$ cat config.mk
export PLATFORM = sky130hd
export DESIGN_NAME = hex_key_encoder_flat
export DESIGN_NICKNAME = d
export VERILOG_FILES = /design/src/rtl/hex_key_pkg.sv /design/src/rtl/hex_key_encoder_if.sv /design/src/rtl/hex_key_encoder_key_debounce.sv /design/src/rtl/hex_key_encoder.sv /design/src/flat_wrapper.sv
export SDC_FILE = /design/constraint.sdc
export NUM_CORES = 1
export LEC_CHECK = 0
export BUFFER_PORTS_ARGS = -buffer_cell sky130_fd_sc_hd__clkbuf_2
export CAP_MARGIN = 20
export CELL_PAD_IN_SITES_DETAIL_PLACEMENT = 1
export CELL_PAD_IN_SITES_GLOBAL_PLACEMENT = 1
export CORE_UTILIZATION = 49
export DETAILED_ROUTE_END_ITERATION = 10
export GPL_TIMING_DRIVEN = 0
export PLACE_DENSITY = 0.77
export SYNTH_ARGS = -nofsm -noshare
export SYNTH_HDL_FRONTEND = slang
export SYNTH_SLANG_ARGS = --single-unit
$ cat constraint.sdc
create_clock -name sys_clk -period 2.66 [get_ports sys_clk]
set_clock_uncertainty 0.1 [all_clocks]
set_input_delay 0.266 -clock sys_clk [delete_from_list [all_inputs] [get_ports sys_clk]]
set_output_delay 0.266 -clock sys_clk [all_outputs]
set_load 0.02 [all_outputs]
$ cat src/rtl/hex_key_pkg.sv
// Shared definitions for the hex key encoder slice.
// - state_t: pacing FSM encodings (ARM, IDLE, PULSE, HOLDOFF)
// - LOCKOUT_CYCLES: post-edit lockout of the downstream shift-register stage;
//   DEF_PULSE_GAP is derived from it so the pulse spacing always clears it.
// - lowest_index(): priority encoder, lowest set bit wins.
package hex_key_pkg;

    typedef enum logic [1:0] {
        ARM,
        IDLE,
        PULSE,
        HOLDOFF
    } state_t;

    localparam int unsigned NUM_SW              = 16;
    localparam int unsigned LOCKOUT_CYCLES      = 10_000_000;
    localparam int unsigned DEF_DEBOUNCE_CYCLES = 1_000_000;
    localparam int unsigned DEF_PULSE_GAP       = LOCKOUT_CYCLES + 2;
    localparam int unsigned DEF_CNT_W           = 24;

    function automatic logic [3:0] lowest_index(input logic [NUM_SW-1:0] v);
        logic [3:0] idx;
        logic       found;
        idx   = '0;
        found = 1'b0;
        for (int unsigned i = 0; i < NUM_SW; i++) begin
            if (v[i] && !found) begin
                idx   = 4'(i);
                found = 1'b1;
            end
        end
        return idx;
    endfunction

endpackage

$ cat src/rtl/hex_key_encoder_if.sv
// Bundle between the raw board inputs / consumer and hex_key_encoder.
// - sw[15:0], btn_del : raw asynchronous inputs
// - hex[3:0], add     : append-nibble event (hex held until next add)
// - del               : drop-nibble event
// - busy              : encoder still has work in flight
// modport slave is the encoder side, master the board/consumer side.
interface hex_key_encoder_if;
    import hex_key_pkg::*;

    logic [NUM_SW-1:0] sw;
    logic              btn_del;
    logic [3:0]        hex;
    logic              add;
    logic              del;
    logic              busy;

    modport master (output sw, btn_del, input hex, add, del, busy);
    modport slave  (input sw, btn_del, output hex, add, del, busy);

endinterface

$ cat src/rtl/hex_key_encoder_key_debounce.sv
// key_debounce: 2-flop synchroniser followed by a consecutive-cycle debouncer.
// - clk, rstn : clock, synchronous active-low reset
// - raw       : asynchronous input
// - deb       : debounced level; follows the synced input only after it has
//               differed for DEBOUNCE_CYCLES consecutive cycles
module key_debounce
    import hex_key_pkg::*;
#(
    parameter int unsigned DEBOUNCE_CYCLES = DEF_DEBOUNCE_CYCLES,
    parameter int unsigned CNT_W           = DEF_CNT_W
) (
    input  logic clk,
    input  logic rstn,
    input  logic raw,
    output logic deb
);

    logic             sync_a;
    logic             sync_b;
    logic [CNT_W-1:0] cnt;

    // Synchroniser keeps sampling through reset so deb can load the real level.
    always_ff @(posedge clk) begin
        sync_a <= raw;
        sync_b <= sync_a;
    end

    always_ff @(posedge clk) begin
        if (!rstn) begin
            deb <= sync_b;
            cnt <= '0;
        end else if (sync_b != deb) begin
            if (cnt == CNT_W'(DEBOUNCE_CYCLES - 1)) begin
                deb <= sync_b;
                cnt <= '0;
            end else begin
                cnt <= cnt + CNT_W'(1);
            end
        end else begin
            cnt <= '0;
        end
    end

endmodule

$ cat src/rtl/hex_key_encoder.sv
// hex_key_encoder: turns 16 raw switches and a delete button into paced
// {hex, add} / del single-cycle pulses for the hex shift-register stage.
// - sys_clk, sys_rstn : clock, synchronous active-low reset
// - bus (slave)       : sw, btn_del in; hex, add, del, busy out
// Build option HEX_KEY_BOTH_EDGES_EN: when defined, a switch turning off also
// enqueues an add; otherwise only off->on does. btn_del is always rise-only.
module hex_key_encoder
    import hex_key_pkg::*;
#(
    parameter int unsigned DEBOUNCE_CYCLES = DEF_DEBOUNCE_CYCLES,
    parameter int unsigned PULSE_GAP       = DEF_PULSE_GAP,
    parameter int unsigned CNT_W           = DEF_CNT_W
) (
    input logic               sys_clk,
    input logic               sys_rstn,
    hex_key_encoder_if.slave  bus
);

    logic [NUM_SW:0]   raw;
    logic [NUM_SW:0]   deb;
    logic [NUM_SW:0]   deb_q;
    logic [NUM_SW-1:0] sw_evt;
    logic              del_rise;
    logic [NUM_SW-1:0] pending;
    logic              del_pend;
    logic [NUM_SW-1:0] clr;
    logic [3:0]        sel;
    logic [3:0]        hex_q;
    logic              is_add;
    logic              take_add;
    logic              take_del;
    logic              edges_en;
    logic [CNT_W-1:0]  cnt;
    state_t            state;
    state_t            state_next;

    assign raw = {bus.btn_del, bus.sw};

    for (genvar g = 0; g <= NUM_SW; g++) begin : g_deb
        key_debounce #(
            .DEBOUNCE_CYCLES (DEBOUNCE_CYCLES),
            .CNT_W           (CNT_W)
        ) u_deb (
            .clk  (sys_clk),
            .rstn (sys_rstn),
            .raw  (raw[g]),
            .deb  (deb[g])
        );
    end

    always_ff @(posedge sys_clk) begin
        deb_q <= deb;
    end

`ifdef HEX_KEY_BOTH_EDGES_EN
    assign sw_evt = deb[NUM_SW-1:0] ^ deb_q[NUM_SW-1:0];
`else
    assign sw_evt = deb[NUM_SW-1:0] & ~deb_q[NUM_SW-1:0];
`endif
    assign del_rise = deb[NUM_SW] & ~deb_q[NUM_SW];

    // Debouncers are still settling during ARM, so their edges are dropped.
    assign edges_en = (state != ARM);
    assign take_add = (state == IDLE) && (pending != '0);
    assign take_del = (state == IDLE) && (pending == '0) && del_pend;
    assign sel      = lowest_index(pending);
    assign clr      = take_add ? (NUM_SW'(1) << sel) : '0;

    // Pulse selection is latched on the IDLE->PULSE edge so hex updates in
    // exactly the cycle add goes high; new edges are OR-ed in after clearing.
    always_ff @(posedge sys_clk) begin
        if (!sys_rstn) begin
            pending  <= '0;
            del_pend <= 1'b0;
            hex_q    <= '0;
            is_add   <= 1'b0;
        end else begin
            pending  <= (pending & ~clr) | (edges_en ? sw_evt : '0);
            del_pend <= (del_pend & ~take_del) | (edges_en & del_rise);
            if (take_add) begin
                hex_q  <= sel;
                is_add <= 1'b1;
            end else if (take_del) begin
                is_add <= 1'b0;
            end
        end
    end

    // cnt reads 0 in the PULSE cycle and 1.. through HOLDOFF, so leaving
    // HOLDOFF at PULSE_GAP-2 puts the next PULSE exactly PULSE_GAP later.
    always_ff @(posedge sys_clk) begin
        if (!sys_rstn) begin
            state <= ARM;
            cnt   <= '0;
        end else begin
            state <= state_next;
            case (state)
                ARM:     cnt <= cnt + CNT_W'(1);
                IDLE:    cnt <= '0;
                PULSE:   cnt <= CNT_W'(1);
                HOLDOFF: cnt <= cnt + CNT_W'(1);
                default: cnt <= '0;
            endcase
        end
    end

    always_comb begin
        state_next = state;
        case (state)
            ARM:     if (cnt == CNT_W'(DEBOUNCE_CYCLES - 1)) state_next = IDLE;
            IDLE:    if (take_add || take_del) state_next = PULSE;
            PULSE:   state_next = HOLDOFF;
            HOLDOFF: if (cnt == CNT_W'(PULSE_GAP - 2)) state_next = IDLE;
            default: state_next = ARM;
        endcase
    end

    always_comb begin
        bus.hex  = hex_q;
        bus.add  = (state == PULSE) && is_add;
        bus.del  = (state == PULSE) && !is_add;
        bus.busy = (state != IDLE) || (pending != '0) || del_pend;
    end

endmodule

$ cat src/flat_wrapper.sv
// flat-port wrapper written by rule: the top's interface ports become plain ports
module hex_key_encoder_flat import hex_key_pkg::*;
#(
    parameter int unsigned DEBOUNCE_CYCLES = DEF_DEBOUNCE_CYCLES,
    parameter int unsigned PULSE_GAP       = DEF_PULSE_GAP,
    parameter int unsigned CNT_W           = DEF_CNT_W
)
  (sys_clk, sys_rstn, bus_sw, bus_btn_del, bus_hex, bus_add, bus_del, bus_busy);
  hex_key_encoder_if bus_i ();
  input logic sys_clk;
  input logic sys_rstn;
  input wire logic [$bits(bus_i.sw)-1:0] bus_sw;
  input wire logic [$bits(bus_i.btn_del)-1:0] bus_btn_del;
  output wire logic [$bits(bus_i.hex)-1:0] bus_hex;
  output wire logic [$bits(bus_i.add)-1:0] bus_add;
  output wire logic [$bits(bus_i.del)-1:0] bus_del;
  output wire logic [$bits(bus_i.busy)-1:0] bus_busy;
  assign bus_i.sw = bus_sw;
  assign bus_i.btn_del = bus_btn_del;
  assign bus_hex = bus_i.hex;
  assign bus_add = bus_i.add;
  assign bus_del = bus_i.del;
  assign bus_busy = bus_i.busy;
  hex_key_encoder #(.DEBOUNCE_CYCLES(DEBOUNCE_CYCLES), .PULSE_GAP(PULSE_GAP), .CNT_W(CNT_W)) u_core (.sys_clk(sys_clk), .sys_rstn(sys_rstn), .bus(bus_i));
endmodule
# --- Yosys cells after proc, flatten, opt, wreduce, memory -nomap -nowiden ---
# Cells that the tools add are included.
totals:
  register_bits: 524
  inputBits: 19
  out_inout_bits: 7
  word_cells: 370
op_classes:
  addsub: 18
  n_eq_ne: 77
  n_shift: 1
  mux: 90
  n_bitwise: 29
  reduce_logical: 80
ops:
  columns: ["cell", "n"]
  rows:
  - ["adder 24 x 1 -> 24 bit, second input constant", 18]
  - ["equality test 24 x 20 -> 1 bit, second input constant", 18]
  - ["inequality test 2 x 1 -> 1 bit, second input constant", 37]
  - ["case mux 24 bit (3 select lines)", 1]
  - ["2-to-1 mux 1 bit", 69]
  - ["OR reduction 3 bit", 17]
  - ["AND reduction 2 bit", 17]
  - ["AND 16 bit", 2]
  - ["2-to-1 mux 16 bit", 2]
  - ["2-to-1 mux 4 bit", 8]
  - ["inverter 16 bit", 2]
  - ["equality test 24 bit, second input constant", 1]
  - ["logical AND 1 bit", 20]
  - ["inverter 1 bit", 20]
  - ["inequality test 1 bit", 17]
  - ["zero test 1 bit", 16]
  - ["zero test 16 bit", 1]
  - ["bitwise OR 16 bit", 1]
  - ["nonzero test 16 bit", 1]
  - ["<< shifter 1 x 4 -> 16 bit, first input constant", 1]
  - ["2-to-1 mux 3 bit", 4]
  - ["2-to-1 mux 2 bit", 5]
  - ["case mux 2 bit (4 select lines)", 1]
  - ["equality test 2 bit, second input constant", 2]
  - ["other kinds (9)", 14]

# --- Depth between registers and ports, before layout ---
# Gate-level depths: netlist of run 1.
logic_depth:
  word_depth: 51
  depth_mapped: 8
  depth_no_buf: 6

# --- Hierarchy ---
# Synthesis of run 1 repeated with hierarchy kept, for this count alone.
hier_totals:
  hier_cells: 2601
  hier_area_um2: 23677.7
by_module_without_submodules:
  columns: ["module", "instances", "cells_each", "area_each_um2", "seq_area_each_um2"]
  rows:
  - ["key_debounce at u_core.g_deb[0].u_deb ...", 16, 134, 1224.9, 550.5]
  - ["hex_key_encoder", 1, 322, 2817.7, 1301.2]
  - ["key_debounce at u_core.g_deb[9].u_deb", 1, 135, 1261.2, 550.5]

# --- Least setup slack after synthesis of run 1 ---
# OpenSTA, ideal clock, no wires.
synth_timing:
  kind: "reg2reg"
  startpoint: "reg u_core.g_deb[9].u_deb.cnt[0]"
  endpoint: "reg u_core.g_deb[9].u_deb.cnt[15]"
  setup_time_ps: 117
  t_arrival_ps: 1802
  required_ps: 2443
  setup_slack_ps: 641
  stages_incl_launch_ff: 9
  n_path_buf: 2
  period_less_slack_ps: 2019
  path_cell_list: "dfxtp_1 -> ha_1 -> and4_1 -> nand2_1 -> o41ai_1 -> or2_2 -> clkbuf_1 -> buf_2 -> nor2_1"
synth_between:
  elab_chain_cells: 2
  elab_cells_between_ends: 3
  cone_classes: "1 x add/sub; 1 x eq/ne; 1 x reduce/logical"
synth_lines:
  columns: ["element", "line", "source"]
  rows:
  - ["start: declaration", "hex_key_encoder_key_debounce.sv:20", "logic [CNT_W-1:0] cnt;"]
  - ["start signal: assignment", "hex_key_encoder_key_debounce.sv:37", "cnt <= cnt + CNT_W'(1);"]
  - ["branches (longest 2 deep; another with adder 24 x 1 -> 24 bit)", null, null]
# Several ways; the timed one is not identified.
# A chain may end at the register's enable or synchronous reset.

# --- Worst setup path in the final report of run 1 ---
layout_timing:
  startpoint: "reg u_core.pending[8]"
  endpoint: "out bus_busy"
layout_between:
  elab_chain_cells: 3
layout_lines:
  columns: ["element", "line", "source"]
  rows:
  - ["start: declaration", "hex_key_encoder.sv:24", "logic [NUM_SW-1:0] pending;"]
  - ["start signal: assignment", "hex_key_encoder.sv:78", "pending <= (pending & ~clr) | (edges_en ? sw_evt : '0);"]
  - ["nonzero test 16 bit", "hex_key_encoder.sv:122", "bus.busy = (state != IDLE) || (pending != '0) || del_pend;"]
  - ["logical OR 1 bit (2 in a row)", "hex_key_encoder.sv:122", null]
  - ["end: declaration", "flat_wrapper.sv:17", "output wire logic [$bits(bus_i.busy)-1:0] bus_busy;"]
# Every way passes these cells.

==> qor.json, run 1 <==
{
  "worstPathMaxFanout": 4,
  "synth-seq-area-share_pct": 47.6,
  "post_route_cells_drive_above_1_share_pct": 7.35,
  "finalHoldViolCount": 0,
  "rsz0062_at_grt": "no",
  "fmax_mhz": 388,
  "detail_route.drc_violations": 0,
  "grt_pass1_wl_um": 89700,
  "syn-instance-count": 2529,
  "post-place-cells": 3146,
  "finish.net_count": 2676,
  "antenna_violations_before_repair": 0,
  "detail_route.iter0.violations": 756,
  "irDropWorstVdd_mv": 0.495,
  "total_leakage_power_nw": 8.19,
  "route.detailed.wl_per_inst_um": 15.9,
  "critical_path.max_stage_delay_ns": 0.44,
  "tritoncts": "done",
  "grt_overflow_total": 0,
  "fill_cells": 5210,
  "antenna_diode_count": 0,
  "setup_slack_of_the_most_critical_reg_to_reg_path_ns": 0.22,
  "worst_r2r_endpoint": "u_core.g_deb[9].u_deb.cnt[7]$_SDFF_PP0_",
  "finalWirelength_um": 52100,
  "startpoint_type": "flop",
  "p_per_area_nw_per_um2": 672,
  "clock_insertion_delay_worst_skew_ns": 0.61,
  "via_count_of_the_first_global_routing_pass": 18700,
  "cts_buffer_depth": 3,
  "yosys.cell_types.count": 61,
  "time_the_worst_path_needs_with_i_o_delays_and_setup_ns": 2.58,
  "final_critical_path_setup_slack_ns": 0.0841,
  "multi_input_gate_area_um2": 11100,
  "cts_buf_count": 56,
  "final_cell_mix": "sky130_fd_sc_hd__nor2_1, sky130_fd_sc_hd__dfxtp_1, sky130_fd_sc_hd__xnor2_1",
  "final_min_period_over_clock_period_pct": 96.8,
  "detailedRoute.firstPassIterationCount": 4,
  "gpl.final_weighted_congestion": 0.790,
  "worstRegToRegCells": 8,
  "hp-class": "primary input to flop",
  "avgSynthCellArea_um2": 8.86,
  "asyncSetResetFlopFracSynth_pct": 0,
  "synth-edff-count": 17,
  "critical_path_class": "flop to output port",
  "timing.rr.start": "u_core.g_deb[9].u_deb.cnt[0]$_SDFF_PP0_",
  "globalRouteTotalUtil_pct": 22.6,
  "utilization_pct": 56.9,
  "ys_warn_count": 0,
  "rows": 77,
  "maxSlewViolCount": 0,
  "synth_top_area_share_pct": 45.3,
  "port_buffers": 25,
  "routed-wl-met2_um": 26000,
  "route.vias.total": 17700,
  "dr.max_layer_used": "met4",
  "relSlewSlack_pct": 23.4,
  "clk_pin_slew_worst_paths_ns": 0.06,
  "run_status": "completed",
  "path_cells": "nor4_4 -> nand4_1 -> or3_4 -> clkbuf_2",
  "worstSetupEndpointType": "output port",
  "io-pin-count": 26,
  "antenna_violating_nets_left": 0,
  "max-cap-violations": 0,
  "seq_area_um2": 10700,
  "cts_root_buf": "sky130_fd_sc_hd__clkbuf_16",
  "timing.critical_path.slowest_stage_cell": "sky130_fd_sc_hd__or3_4",
  "worstSetupStartpoint": "u_core.pending[8]$_SDFF_PN0_",
  "critPathArrivalTime_ns": 2.21,
  "tightestPinTransition_ns": 1.15,
  "m1WireLength_um": 23700,
  "synth.ff_latch_count": 524,
  "area_growth_pct": 13.5,
  "ys_top_cells_by_area": "sky130_fd_sc_hd__dfxtp_1, sky130_fd_sc_hd__xnor2_1, sky130_fd_sc_hd__nor2_1",
  "dr_wl_met3_um": 1270,
  "power_w": 0.0171,
  "number_of_sinks_on_the_clock_net": 524,
  "die_h_um": 216,
  "endpoint_of_the_worst_setup_timing_path": "bus_busy",
  "critical_path_required_ns": 2.29,
  "dp.final_hpwl_um": 35200,
  "die_w_um": 216,
  "setup_viol": 0,
  "dominantRegCellSynth": "sky130_fd_sc_hd__dfxtp_1",
  "floorplan.initialDensity_pct": 50.1,
  "core_region_area_um2": 44700,
  "synth_fp_nets": 2572,
  "cell_area_after_synthesis_um2": 22400,
  "pre_cts_slack_ns": -0.220,
  "vias_per_cell": 5.41,
  "stdcell_count": 3273,
  "yosys.area.top_type": "sky130_fd_sc_hd__dfxtp_1",
  "cts_max_level": 2,
  "final_common_cell": "sky130_fd_sc_hd__nor2_1",
  "die-area_um2": 46600,
  "grt_start_max_net_pins": 15
}
[metal layers]
metal	global-route usage (%)	vias up
met1	27.5	8678
met3	3.21	76
met2	40.7	149
li1	-	8805
met5	0	-
met4	7.64	0
[final cells by class]
class                   count  area share, %
plain buffers              93           1.70
clock buffers              86           6.83
clock inverters            20          0.753
inverters                  78           1.15
multi-input cells        1834           43.5
flip-flops and latches    524           41.9
well taps                 592           2.91
repair buffers             46           1.27
[flip-flops by register name, summed over array words and instances, names as in the netlist]
register	flops
u_core.bus.hex	4
u_core.cnt	24
u_core.del_pend	1
u_core.g_deb.u_deb.sync_a	17
u_core.g_deb.u_deb.cnt	408
u_core.state	2
u_core.g_deb.u_deb.sync_b	17
u_core.pending	16
u_core.is_add	1
u_core.deb_q	17
u_core.g_deb.u_deb.deb	17
[cells by family after synthesis]
group           count (synthesis)  share of synthesized area (%)
compound gates                 91                           2.80
xor+xnor                      409                           16.0
fa+ha+maj                      24                           1.34
buf+inv                       171                           3.24
flops                         524                           47.6
mux                             1                         0.0447
simple gates                 1309                           29.0
[through the flow]
step           cell area, µm²  hold WS [ns]  setup TNS, ns
2_1_floorplan           22400         0.194              0
3_3_place_gp            23300         0.214          -2.88
3_5_place_dp            23300         0.215          -5.00
4_1_cts                 25400         0.165              0
5_1_grt                 25400         0.195              0
6_report                25400         0.205              0
[worst max-delay path, delay by kind of cell (launching register included)]
family | cells | cell delay, ns
buffers and inverters | 1 | 0.21
DFF | 1 | 0.34
and+or+nand+nor | 3 | 1.05
[where the power goes]
part	internal, W	total (W)	switching (W)
Sequential	0.00803	0.00816	0.000133
Clock	0.00479	0.00802	0.00324
Combinational	0.000312	0.000893	0.000581
Total	0.0131	0.0171	0.00395
[how the worst min path moves through the flow]
| stage | start | slack (ns) | cells after the start | end |
|---|---|---|---|---|
| after global placement | u_core.g_deb[16].u_deb.sync_a$_DFF_P_ | 0.21 | 0 | u_core.g_deb[16].u_deb.sync_b$_DFF_P_ |
| after detailed placement | u_core.g_deb[12].u_deb.sync_a$_DFF_P_ | 0.22 | 0 | u_core.g_deb[12].u_deb.sync_b$_DFF_P_ |
| final | bus_sw[10] | 0.21 | 2 | u_core.g_deb[10].u_deb.sync_a$_DFF_P_ |
| after CTS | sys_rstn | 0.17 | 3 | u_core.g_deb[12].u_deb.deb$_DFFE_PP_ |
| after global routing | bus_sw[10] | 0.19 | 2 | u_core.g_deb[10].u_deb.sync_a$_DFF_P_ |
| after floorplan | bus_sw[0] | 0.19 | 0 | u_core.g_deb[0].u_deb.sync_a$_DFF_P_ |
[Yosys cell counts (9+ instances only)]
cell type and count:
sky130_fd_sc_hd__and4_1 51, sky130_fd_sc_hd__a311oi_1 9, sky130_fd_sc_hd__nand3_1 161, sky130_fd_sc_hd__or2_2 9, sky130_fd_sc_hd__buf_2 40, sky130_fd_sc_hd__and3_1 41, sky130_fd_sc_hd__a21oi_1 25, sky130_fd_sc_hd__nand4_1 107
sky130_fd_sc_hd__nor4b_1 18, sky130_fd_sc_hd__nor4_1 79, sky130_fd_sc_hd__nand2_1 130, sky130_fd_sc_hd__nor2_1 532, sky130_fd_sc_hd__xnor2_1 259, sky130_fd_sc_hd__dfxtp_1 507, sky130_fd_sc_hd__edfxtp_1 17, sky130_fd_sc_hd__ha_1 24
sky130_fd_sc_hd__xor2_1 150, sky130_fd_sc_hd__inv_1 78, sky130_fd_sc_hd__or3_1 11, sky130_fd_sc_hd__o21ai_0 13, sky130_fd_sc_hd__clkbuf_1 48, sky130_fd_sc_hd__nor3_1 100, sky130_fd_sc_hd__and2_1 18
[what timing repair did]
action | CTS | global route
resized for setup | 1 | 2
endpoints found under the hold margin | 17 | 0
hold buffers | 17 | 0
pin swaps | 3 | 0
endpoints found under the setup margin | 1 | 40
setup buffers | 3 | 0
No activity file was read; power rests on OpenSTA's default activity.
==> run 2: changes to the inputs <==
--- a/config.mk
+++ b/config.mk
@@ -13,6 +13,7 @@
 export DETAILED_ROUTE_END_ITERATION = 10
 export GPL_TIMING_DRIVEN = 0
 export PLACE_DENSITY = 0.77
+export RECOVER_POWER = 50
 export SYNTH_ARGS = -nofsm -noshare
 export SYNTH_HDL_FRONTEND = slang
 export SYNTH_SLANG_ARGS = --single-unit
==> run 2 against run 1 <==
Non-clock buffer count unchanged. Routed wire length about the same. Sequential cell count unchanged. Register-to-register slack got worse by 0.04 ns. Sequential share of layout area increased by 0.12 points. Critical path depth unchanged. Fmax increased by 1.1%. Worst setup slack improved by 0.027 ns. Sequential power about the same. Critical endpoint unchanged.
==> qor.json, run 2 (synthesis results as in run 1) <==
{
  "run_status": "completed",
  "vias_per_cell": 5.40,
  "final_cell_mix": "sky130_fd_sc_hd__nor2_1, sky130_fd_sc_hd__dfxtp_1, sky130_fd_sc_hd__xnor2_1",
  "antenna_violations_before_repair": 0,
  "largestRegisters": "u_core.g_deb.u_deb.cnt x408, u_core.cnt x24",
  "holdCritStartpoint": "bus_sw[10]",
  "cts_buffer_depth": 3,
  "cts_buf_count": 56,
  "die-area_um2": 46600,
  "p_per_area_nw_per_um2": 673,
  "via_count_of_the_first_global_routing_pass": 18700,
  "die_h_um": 216,
  "time_the_worst_path_needs_with_i_o_delays_and_setup_ns": 2.55,
  "tightestPinTransition_ns": 1.15,
  "gpl.final_weighted_congestion": 0.790,
  "grt_start_max_net_pins": 15,
  "clk_pin_slew_worst_paths_ns": 0.06,
  "cts_max_level": 2,
  "worst_r2r_endpoint": "u_core.g_deb[6].u_deb.cnt[15]$_SDFF_PP0_",
  "worstPathMaxFanout": 4,
  "final_cell_area_um2": 25400,
  "total_leakage_power_nw": 8.10,
  "detail_route.iter0.violations": 728,
  "final_min_period_over_clock_period_pct": 95.8,
  "maxSlewViolCount": 0,
  "io-pin-count": 26,
  "reg_with_most_ffs": "u_core.g_deb.u_deb.cnt",
  "grt_overflow_total": 0,
  "finalHoldViolCount": 0,
  "clock_insertion_delay_worst_skew_ns": 0.61,
  "post-place-cells": 3146,
  "min_delay_worst_endpoint": "u_core.g_deb[10].u_deb.sync_a$_DFF_P_",
  "hp-class": "primary input to flop",
  "worstSetupStartpoint": "u_core.pending[8]$_SDFF_PN0_",
  "critical_path_required_ns": 2.29,
  "finalWirelength_um": 52100,
  "route.detailed.wl_per_inst_um": 15.9,
  "critical_path_class": "flop to output port",
  "post_route_cells_drive_above_1_share_pct": 6.04,
  "antenna_violating_nets_left": 0,
  "final_common_cell": "sky130_fd_sc_hd__nor2_1",
  "finish.net_count": 2676,
  "globalRouteTotalUtil_pct": 22.6,
  "startpoint_type": "flop",
  "timing.rr.start": "u_core.g_deb[6].u_deb.cnt[0]$_SDFF_PP0_",
  "worstRegToRegCells": 7,
  "fill_cells": 5227,
  "stdcell_count": 3273,
  "detail_route.drc_violations": 0,
  "cts_root_buf": "sky130_fd_sc_hd__clkbuf_16",
  "setup_viol": 0,
  "hold_path_depth": 2,
  "max-cap-violations": 0,
  "setup_slack_of_the_most_critical_reg_to_reg_path_ns": 0.18,
  "critPathArrivalTime_ns": 2.18,
  "grt_pass1_wl_um": 89700,
  "largest_register_ff_count": 408,
  "die_w_um": 216,
  "detailedRoute.firstPassIterationCount": 4,
  "core_region_area_um2": 44700,
  "fmax_mhz": 392,
  "area_growth_pct": 13.1,
  "worstSetupEndpointType": "output port",
  "place_area_um2": 23300,
  "irDropWorstVdd_mv": 0.496,
  "tritoncts": "done",
  "floorplan.initialDensity_pct": 50.1,
  "number_of_sinks_on_the_clock_net": 524,
  "relSlewSlack_pct": 23.3,
  "dp.final_hpwl_um": 35200,
  "antenna_diode_count": 0,
  "rsz0062_at_grt": "no",
  "rows": 77,
  "route.vias.total": 17700,
  "port_buffers": 25,
  "power_w": 0.0171
}
[run 2: changes by cell type in the layout (fill, tap and decap cells not counted), sizes merged]
cell,change
buf,-15
clkbuf,+15
[run 2: area by class of cell]
class	instances	area, µm²	area share (%)
Buffer	93	404	1.59
Clock buffer	86	1740	6.85
Clock inverter	20	191	0.755
Inverter	78	293	1.15
Multi-Input combinational cell	1834	11000	43.5
Sequential cell	524	10700	42.0
Tap cell	592	741	2.92
Timing Repair Buffer	46	298	1.17
[run 2: worst max-delay path by stage]
stage	end	cells past startpoint
floorplan	u_core.g_deb[9].u_deb.cnt[15]$_SDFF_PP0_	8
global placement	u_core.cnt[17]$_SDFF_PN0_	7
detailed placement	u_core.cnt[14]$_SDFF_PN0_	7
CTS	bus_busy	6
global route	u_core.g_deb[12].u_deb.cnt[6]$_SDFF_PP0_	7
finish	bus_busy	4
[run 2: power breakdown]
group | switching, W | internal, W
Sequential | 0.000133 | 0.00803
Combinational | 0.000578 | 0.000294
Clock | 0.00324 | 0.00479
[run 2: through the flow]
stage	hold slack [ns]	setup slack (ns)	utilization [%]	TNS (ns)
after detailed placement	0.215	-0.220	52.1	-5.00
after global placement	0.214	-0.164	52.1	-2.88
after CTS	0.165	0.0683	56.8	0
final	0.206	0.112	56.7	0
after global routing	0.195	0.00489	56.7	0
after floorplan	0.194	0.641	-	0
[run 2: worst max-delay path, stage by stage, from the launching register on]
cell,delay (ns)
sky130_fd_sc_hd__dfxtp_1,0.34
sky130_fd_sc_hd__nor4_4,0.40
sky130_fd_sc_hd__nand4_1,0.20
sky130_fd_sc_hd__or3_4,0.43
sky130_fd_sc_hd__clkbuf_2,0.20
[run 2: layer usage]
| metal | vias to the layer above | track usage [%] | share of wire (%) |
|---|---|---|---|
| met1 | 8628 | 27.5 | 45 |
| met2 | 169 | 40.7 | 50 |
| li1 | 8809 | - | - |
| met3 | 78 | 3.21 | 2.7 |
| met5 | - | 0 | 0 |
| met4 | 0 | 7.64 | 2.3 |
[run 2: what timing repair did]
item                                   in CTS  in global routing
gates resized for setup                     1                  2
endpoints found under the hold margin      17                  0
pin swaps                                   3                  0
hold buffers                               17                  0
setup buffers                               3                  0
setup endpoints to repair                   1                 40
gates cloned                                0                  0
==> run 3: changes to the inputs <==
--- a/config.mk
+++ b/config.mk
@@ -9,6 +9,7 @@
 export CAP_MARGIN = 20
 export CELL_PAD_IN_SITES_DETAIL_PLACEMENT = 1
 export CELL_PAD_IN_SITES_GLOBAL_PLACEMENT = 1
+export CORE_MARGIN = 10
 export CORE_UTILIZATION = 49
 export DETAILED_ROUTE_END_ITERATION = 10
 export GPL_TIMING_DRIVEN = 0
==> run 3 against run 2 <==
Count of clock-buffer cells in the layout down 2. Routed wire length increased by 0.12%. Critical path depth increased by 1. Via count hardly changed. Fmax rose by 1.0%. Register-to-register slack better by 0.06 ns. Sequential share of layout area decreased by 0.093 points. Highest routed layer unchanged.
==> qor.json, run 3 (synthesis results as in run 1) <==
{
  "critical_path_class": "flop to output port",
  "finish.net_count": 2676,
  "grt_start_max_net_pins": 14,
  "antenna_diode_count": 0,
  "holdCritStartpoint": "sys_rstn",
  "total_leakage_power_nw": 8.13,
  "p_per_area_nw_per_um2": 676,
  "final_critical_path_setup_slack_ns": 0.138,
  "largest_register_ff_count": 408,
  "die-area_um2": 54700,
  "detail_route.iter0.violations": 754,
  "detail_route.drc_violations": 0,
  "clock_insertion_delay_worst_skew_ns": 0.60,
  "final_cell_mix": "sky130_fd_sc_hd__nor2_1, sky130_fd_sc_hd__dfxtp_1, sky130_fd_sc_hd__xnor2_1",
  "port_buffers": 25,
  "rows": 78,
  "setup_viol": 0,
  "post_route_cells_drive_above_1_share_pct": 6.31,
  "largestRegisters": "u_core.g_deb.u_deb.cnt x408, u_core.cnt x24",
  "cts_max_level": 2,
  "reg_with_most_ffs": "u_core.g_deb.u_deb.cnt",
  "dp.final_hpwl_um": 35800,
  "tritoncts": "done",
  "final_common_cell": "sky130_fd_sc_hd__nor2_1",
  "max-cap-violations": 0,
  "startpoint_type": "flop",
  "timing.rr.start": "u_core.g_deb[12].u_deb.cnt[0]$_SDFF_PP0_",
  "die_h_um": 234,
  "finalHoldViolCount": 0,
  "die_w_um": 234,
  "maxSlewViolCount": 0,
  "final_min_period_over_clock_period_pct": 94.8,
  "critPathArrivalTime_ns": 2.16,
  "antenna_violations_before_repair": 0,
  "vias_per_cell": 5.40,
  "power_w": 0.0172,
  "detailedRoute.firstPassIterationCount": 5,
  "fmax_mhz": 396,
  "globalRouteTotalUtil_pct": 19.2,
  "fill_cells": 5308,
  "gpl.final_weighted_congestion": 0.807,
  "route.vias.total": 17700,
  "worstSetupEndpointType": "output port",
  "route.detailed.wl_per_inst_um": 15.9,
  "rsz0062_at_grt": "no",
  "worstPathMaxFanout": 9,
  "core_region_area_um2": 45300,
  "grt_pass1_wl_um": 89700,
  "pre_cts_slack_ns": 0.191,
  "io-pin-count": 26,
  "hp-class": "primary input to flop",
  "relSlewSlack_pct": 37.7,
  "via_count_of_the_first_global_routing_pass": 18600,
  "run_status": "completed",
  "grt_overflow_total": 0,
  "floorplan.initialDensity_pct": 49.5,
  "area_growth_pct": 13.4,
  "cts_root_buf": "sky130_fd_sc_hd__clkbuf_16",
  "cts_buffer_depth": 3,
  "finalWirelength_um": 52100,
  "clk_pin_slew_worst_paths_ns": 0.06,
  "irDropWorstVdd_mv": 0.740,
  "worstSetupStartpoint": "u_core.state[0]$_SDFFE_PN0P_",
  "number_of_sinks_on_the_clock_net": 524,
  "cts_buf_count": 55,
  "time_the_worst_path_needs_with_i_o_delays_and_setup_ns": 2.52,
  "tightestPinTransition_ns": 0.926,
  "antenna_violating_nets_left": 0,
  "critical_path_required_ns": 2.29
}
==> run 3: cell types whose count changed in the layout (fill, tap and decap cells not counted), moves of 2 or more <==
| cell | before | now |
|---|---|---|
| sky130_fd_sc_hd__clkinv_2 | 11 | 8 |
| sky130_fd_sc_hd__inv_6 | 2 | 0 |
| sky130_fd_sc_hd__clkbuf_2 | 11 | 18 |
| sky130_fd_sc_hd__bufinv_16 | 3 | 7 |
| sky130_fd_sc_hd__clkbuf_1 | 89 | 81 |
| sky130_fd_sc_hd__clkbuf_16 | 59 | 57 |
| sky130_fd_sc_hd__buf_2 | 27 | 29 |
==> run 3: power by group <==
part / switching, W / internal (W)
sequential: 0.000134 / 0.00803
clock: 0.00314 / 0.00500
combinational: 0.000574 / 0.000297
total: 0.00385 / 0.0133
==> run 3: worst max-delay path: stages (launching register included) <==
cell and delay [ns]:
sky130_fd_sc_hd__dfxtp_1 0.42, sky130_fd_sc_hd__ha_2 0.24, sky130_fd_sc_hd__buf_6 0.14, sky130_fd_sc_hd__nand4_1 0.14, sky130_fd_sc_hd__or3_4 0.42, sky130_fd_sc_hd__buf_2 0.20
==> run 3: metal layers <==
metal | track usage, % | share of wire, % | vias up
li1 | - | - | 8822
met1 | 23.4 | 45 | 8648
met2 | 34.6 | 50 | 147
met3 | 3.17 | 2.9 | 65
met4 | 4.54 | 1.8 | 0
met5 | 0 | 0 | -
==> run 3: final timing paths <==
kind         cells past startpoint                                   endpoint  slack, ns
min                              3        u_core.g_deb[3].u_deb.deb$_DFFE_PP_       0.19
max                              5                                   bus_busy       0.14
min reg2reg                      0       u_core.g_deb[7].u_deb.sync_b$_DFF_P_       0.23
max reg2reg                      7  u_core.g_deb[12].u_deb.cnt[19]$_SDFF_PP0_       0.24
==> run 3: layout make-up <==
class | instances | area, µm² | share of cell area, %
tap | 600 | 751 | 2.95
buffer | 93 | 412 | 1.62
inverter | 78 | 293 | 1.15
timing repair buffer | 47 | 324 | 1.28
clock buffer | 84 | 1680 | 6.60
sequential | 524 | 10700 | 41.9
multi-input combinational | 1834 | 11000 | 43.4
clock inverter | 17 | 265 | 1.04
==> run 3: repair_timing <==
item,in CTS,in global routing
pin swaps,3,0
hold buffers,17,0
resized for setup,1,4
setup endpoints to repair,1,21
buffers inserted,3,0
endpoints found under the hold margin,17,0
==> run 3: stage by stage <==
stage | util (%) | instance area (µm²) | instances | hold WS, ns | TNS (ns)
after floorplan | - | 22400 | 2529 | 0.194 | 0
after global placement | 51.4 | 23300 | 3154 | 0.211 | -4.08
after detailed placement | 51.5 | 23300 | 3155 | 0.214 | 0
after CTS | 56.2 | 25400 | 3276 | 0.144 | 0
after global routing | 56.1 | 25400 | 3277 | 0.191 | 0
final | 56.1 | 25400 | 3277 | 0.188 | 0
